File: src/rtl/mux4to1_rr_arbiter_pkg.sv
// Shared definitions for the round-robin 4:1 mux arbiter: FSM encoding, sizes and a one-hot helper.
package mux4to1_rr_arbiter_pkg;

    localparam int unsigned N_REQ = 4;
    localparam int unsigned SEL_W = 2;

    typedef enum logic {
        ST_IDLE  = 1'b0,
        ST_GRANT = 1'b1
    } state_e;

    function automatic logic [N_REQ-1:0] onehot(input logic [SEL_W-1:0] idx);
        onehot = N_REQ'(1) << idx;
    endfunction

endpackage

File: src/rtl/mux4to1_rr_arbiter_rr_pick4.sv
// Combinational round-robin picker: first set request after 'last', wrapping modulo 4.
module rr_pick4
    import mux4to1_rr_arbiter_pkg::*;
(
    input  logic [N_REQ-1:0] req,
    input  logic [SEL_W-1:0] last,
    output logic [SEL_W-1:0] winner,
    output logic             any
);

    logic             found;
    logic [SEL_W-1:0] idx;

    always_comb begin
        found  = 1'b0;
        winner = '0;
        idx    = '0;
        // k = 4 wraps to 'last' itself, so the previous grantee is searched last.
        for (int k = 1; k <= 4; k++) begin
            idx = last + 2'(k);
            if (req[idx] && !found) begin
                found  = 1'b1;
                winner = idx;
            end
        end
        any = |req;
    end

endmodule

File: src/rtl/mux4to1_rr_arbiter.sv
// Round-robin arbiter sharing one 4:1 mux path; each tenure is capped at MAX_BURST transfers.
module mux4to1_rr_arbiter
    import mux4to1_rr_arbiter_pkg::*;
#(
    parameter int unsigned DW        = 1,
    parameter int unsigned MAX_BURST = 4
) (
    input  logic                  clk,
    input  logic                  rst,
    input  logic [N_REQ-1:0]      req,
    input  logic [N_REQ*DW-1:0]   a,
    output logic [SEL_W-1:0]      sel,
    output logic [N_REQ-1:0]      grant,
    output logic [DW-1:0]         y,
    output logic                  out_valid,
    input  logic                  out_ready,
    output logic [N_REQ-1:0]      ack
);

    localparam int unsigned BW = $clog2(MAX_BURST) + 1;

    state_e           state_q, state_d;
    logic [SEL_W-1:0] sel_q, sel_d;
    logic [SEL_W-1:0] last_q, last_d;
    logic [N_REQ-1:0] grant_q, grant_d;
    logic [BW-1:0]    burst_q, burst_d;

    logic [SEL_W-1:0] winner;
    logic             any;
    logic             xfer;

    rr_pick4 u_pick (
        .req    (req),
        .last   (last_q),
        .winner (winner),
        .any    (any)
    );

    assign out_valid = (state_q == ST_GRANT) && req[sel_q];
    assign xfer      = out_valid && out_ready;
    assign ack       = xfer ? onehot(sel_q) : '0;
    assign y         = a[int'(sel_q) * DW +: DW];
    assign sel       = sel_q;
    assign grant     = grant_q;

    always_comb begin
        state_d = state_q;
        sel_d   = sel_q;
        last_d  = last_q;
        grant_d = grant_q;
        burst_d = burst_q;
        unique case (state_q)
            ST_IDLE: begin
                if (any) begin
                    state_d = ST_GRANT;
                    sel_d   = winner;
                    grant_d = onehot(winner);
                    burst_d = '0;
                end
            end
            ST_GRANT: begin
                // Requester withdrew, or its burst quota is used up: release.
                if (!req[sel_q] || (xfer && burst_q == BW'(MAX_BURST - 1))) begin
                    state_d = ST_IDLE;
                    last_d  = sel_q;
                    grant_d = '0;
                    burst_d = '0;
                end else if (xfer) begin
                    burst_d = burst_q + 1'b1;
                end
            end
            default: state_d = ST_IDLE;
        endcase
    end

    always_ff @(posedge clk) begin
        if (rst) begin
            state_q <= ST_IDLE;
            sel_q   <= '0;
            last_q  <= SEL_W'(N_REQ - 1);
            grant_q <= '0;
            burst_q <= '0;
        end else begin
            state_q <= state_d;
            sel_q   <= sel_d;
            last_q  <= last_d;
            grant_q <= grant_d;
            burst_q <= burst_d;
        end
    end

endmodule

File: config.mk
export PLATFORM = sky130hd
export DESIGN_NAME = mux4to1_rr_arbiter
export DESIGN_NICKNAME = d
export VERILOG_FILES = /design/src/rtl/mux4to1_rr_arbiter_pkg.sv /design/src/rtl/mux4to1_rr_arbiter_rr_pick4.sv /design/src/rtl/mux4to1_rr_arbiter.sv
export SDC_FILE = /design/constraint.sdc
export NUM_CORES = 1
export LEC_CHECK = 0
export CORE_MARGIN = 4
export CORE_UTILIZATION = 33
export CTS_CLUSTER_SIZE = 28
export DETAILED_ROUTE_END_ITERATION = 8
export MAX_ROUTING_LAYER = met4
export PLACE_DENSITY_LB_ADDON = 0.25
export SLEW_MARGIN = 20
export SYNTH_ARGS = -nofsm -noshare
export SYNTH_HDL_FRONTEND = slang
export SYNTH_SLANG_ARGS = --single-unit
File: constraint.sdc
create_clock -name clk -period 1.3 [get_ports clk]
set_clock_uncertainty 0.1 [all_clocks]
set_input_delay 0.195 -clock clk [delete_from_list [all_inputs] [get_ports clk]]
set_output_delay 0.195 -clock clk [all_outputs]
set_load 0.05 [all_outputs]
==> reports/metrics.sh, run 1 <==
CTS_HOLD_REPAIR.BUFFERS=0
FINALCRITPERIODSHARE_PCT=142
DRTITER0DRC=7
FIRST_PASS_GRT_WIRE_LENGTH_UM=4000
CLOCK_SLEW_AT_REPORTED_PATH_FFS_NS=0.09
SYN-INSTANCE-COUNT=83
HOLD_PATH_CLASS='register to register'
STARTPOINT='state_q'
FINALSETUPVIOLCOUNT=16
ROUTE.DETAILED.DRC=0
ROOT_BUFFER='sky130_fd_sc_hd__clkbuf_4'
DRT-PASS1-ITER-COUNT=2
OUTCOME='finished with violations'
CRITICAL_PATH_PEAK_FANOUT=5
SYNTH-SEQ-CELLS=12
ANTENNA-DIODE-COUNT=0
SYN_AREA_UM2=767
FINAL_ANTENNA_NET_COUNT=0
FILLCELLCOUNT=158
GLOBALROUTEMET3UTIL_PCT=2.09
POWER.DENSITY_mW_PER_MM2=850
POST-ROUTE-MIN-PERIOD_NS=1.85
DRV_CAP=0
PORT-BUFFER-COUNT=22
CRITPATHCAPTURETYPE='output port'
GRT_MAX_DEGREE=12
HPWL_UM=1660
YOSYS.AREA.TOP_TYPE='sky130_fd_sc_hd__dfxtp_1'
FAILING_CHECKS='setup timing'
CTS_HTREE_LEVELS=1
GLOBAL_ROUTING_S_BUSIEST_LAYER='met2'
SYN_NETS=96
FINALWORSTSETUPSLACK_NS=-0.545
FINISH.NET_COUNT=151
GRT.TOTAL_USAGE_PCT=16.2
WORSTSKEWPAIRLATENCY_NS=0.28
IO_PINS=23
VIA_COUNT=857
FP.COREAREA_MM2=0.00221
FP.DIEAREA_MM2=0.00316
STD_CELL_ROWS=17
TRANSITION_TIME_AT_THE_PIN_WITH_THE_LEAST_SLEW_MARGIN_NS=0.413
GLOBALROUTE.TOTALOVERFLOW=0
GRT_PASS1_VIAS=859
MAX_SLEW_MARGIN_PCT=72.3
PLACED_CELLS_INCL_TAPS=151
GRT_SETUP_UNREPAIRED='true'
MET1_USE_GR_PCT=20.0
CTS_SINKS=12
POST_ROUTE_CELLS_DRIVE_ABOVE_1_SHARE_PCT=67.2
DIE_HEIGHT_UM=56.2
SYN_TO_FINAL_GROWTH_PCT=109
SYN_AVG_CELL_AREA_UM2=9.24
LEAKAGE_nW=0.636
NUMCTSBUFFERS=3
IR_WORST_VDD_mV=0.727
FINAL.SETUP.TNS_NS=-7.26
SYNTH_SEQUENTIAL_AREA_RATIO_PCT=31.3
ANTENNA_FOUND_INITIAL=0
MET2_USAGE_PCT=27.4
AREA_OF_THE_MULTI_INPUT_GATES_UM2=677
DIE_X_UM=56.2
REGAREA_UM2=251
SLEW_VIOLATIONS=0
YS.FLOP_TYPE='sky130_fd_sc_hd__dfxtp_1'
MAX_FREQ_GHz=0.542
YS.WARNINGS.COUNT=0
CRITPATHREQUIREDTIME_NS=1.00
CRITICAL_PATH_ARRIVAL_NS=1.55
INITIAL_CELL_DENSITY_OF_THE_CORE_PCT=34.7
CRIT_PATH_START_KIND='register'
MAX-CLOCK-PATH-BUFFERS=2
WORSTSETUPPATHTYPE='register to output port'
NETLIST_TOP_CELLS_AREA='sky130_fd_sc_hd__dfxtp_1 31%, sky130_fd_sc_hd__nand3_1 5.2%, sky130_fd_sc_hd__nor2_1 4.9%'
FINALHOLDVIOLATIONS=0
PLACE.GP.CONGESTION=0.765
CLOCK_TREE_FROM_TRITONCTS='done'
FINAL_INSTANCE_COUNT_WITHOUT_FILLER_CELLS=165
POSTSYNTH.ASYNCRESETSHARE_PCT=0
WL_UM=2540
SYNTH-EDFF-COUNT=0
R2R_START='sel[1]'
WIRE_PER_INST_UM=15.4
VIAS_PER_CELL=5.19
HOLD_START='burst_q[1]'
SYNTH_LARGEST_TYPE_AREA_FRACTION_PCT=31.3
NETLIST-CELL-TYPE-COUNT=37
## worst paths after layout
kind | slack (ns) | depth (start not counted) | to
setup / recovery | -0.55 | 5 | ack[3]
hold / removal | 0.40 | 2 | burst_q[1]
setup reg to reg | -0.48 | 8 | last_q[0]
hold reg to reg | 0.40 | 2 | burst_q[1]
## critical path: stages, from the launching register on
cell                      delay, ns
sky130_fd_sc_hd__dfxtp_1       0.38
sky130_fd_sc_hd__nor2b_1       0.27
sky130_fd_sc_hd__a22o_4        0.23
sky130_fd_sc_hd__nand3_4       0.10
sky130_fd_sc_hd__nor2_4        0.14
sky130_fd_sc_hd__buf_12        0.14
## flip-flops by register name, indices dropped and copies added (netlist names)
signal	flops
burst_q	3
grant	4
sel	2
last_q	2
state_q	1
## what timing repair did
item / CTS / global route
resized for setup: 28 / 25
buffers inserted: 7 / 5
pin swaps: 12 / 10
endpoints found under the hold margin: 0 / 0
endpoints found under the setup margin: 18 / 19
## per-layer routing
layer | vias up | routed length (um)
li1 | 417 | -
met1 | 417 | 1020
met2 | 19 | 1410
met3 | 4 | 83
met4 | 0 | 25
met5 | - | 0
## final cells by class
class	count	share of cell area (%)
well taps	28	2.19
multi-input cells	62	42.2
flip-flops and latches	12	15.7
clock inverters	1	0.234
clock buffers	3	1.41
repair buffers	53	36.8
inverters	6	1.41
## cells by family after synthesis
group                    after synthesis  share of synthesized area (%)
flip-flops                            12                           31.3
multiplexers                           4                           8.65
AO/OA/AOI/OAI                         21                           25.9
buffers and inverters                  9                           5.55
adder cells (fa/ha/maj)                2                           3.26
AND/OR/NAND/NOR                       35                           25.3
## synth_stat cells (2+ instances only)
cell,instances
sky130_fd_sc_hd__o32ai_1,2
sky130_fd_sc_hd__nor2_1,10
sky130_fd_sc_hd__mux2_4,2
sky130_fd_sc_hd__o2bb2ai_1,2
sky130_fd_sc_hd__ha_1,2
sky130_fd_sc_hd__o21ai_0,2
sky130_fd_sc_hd__a21oi_1,2
sky130_fd_sc_hd__nand2_1,4
sky130_fd_sc_hd__nand2b_1,5
sky130_fd_sc_hd__nand3_1,8
sky130_fd_sc_hd__dfxtp_1,12
sky130_fd_sc_hd__nor3_1,2
sky130_fd_sc_hd__inv_1,6
## report_power, final
part	leakage [nW]	internal (mW)	switching (mW)
Sequential	0.100	0.401	0.0372
Clock	0.0154	0.111	0.133
Combinational	0.520	0.342	0.338
Total	0.636	0.854	0.509
## cells in the final DEF, fill, tap and decap left out, types with 3 or more instances in the layout
cell type / instances
sky130_fd_sc_hd__buf_4: 20
sky130_fd_sc_hd__buf_6: 12
sky130_fd_sc_hd__buf_12: 11
sky130_fd_sc_hd__dfxtp_1: 7
sky130_fd_sc_hd__inv_1: 6
sky130_fd_sc_hd__clkdlybuf4s50_1: 6
sky130_fd_sc_hd__nor2_4: 5
sky130_fd_sc_hd__nand2b_1: 5
sky130_fd_sc_hd__nand3_2: 4
sky130_fd_sc_hd__nor2_1: 4
sky130_fd_sc_hd__nand3_4: 3
sky130_fd_sc_hd__dfxtp_2: 3
sky130_fd_sc_hd__clkbuf_4: 3
sky130_fd_sc_hd__clkbuf_2: 3
## through the flow
step | setup WS (ns) | utilization [%] | hold slack, ns | cell area [um2] | total power, mW
floorplan | -0.451 | - | 0.285 | 847 | 0.747
global placement | -0.524 | 60.5 | 0.363 | 1340 | 1.01
detailed placement | -0.548 | 60.5 | 0.381 | 1340 | 1.02
CTS | -0.543 | 69.1 | 0.404 | 1530 | 1.31
global route | -0.606 | 72.5 | 0.416 | 1600 | 1.44
finish | -0.545 | 72.5 | 0.402 | 1600 | 1.36
Note: power is estimated with default switching activity, not from simulation.
==> run 2, diff against run 1 <==
GPL_ROUTABILITY_DRIVEN = 1   (was default)
==> results of run 2 <==
Same layout as run 1: the final DEF is identical, and so are final timing and power.
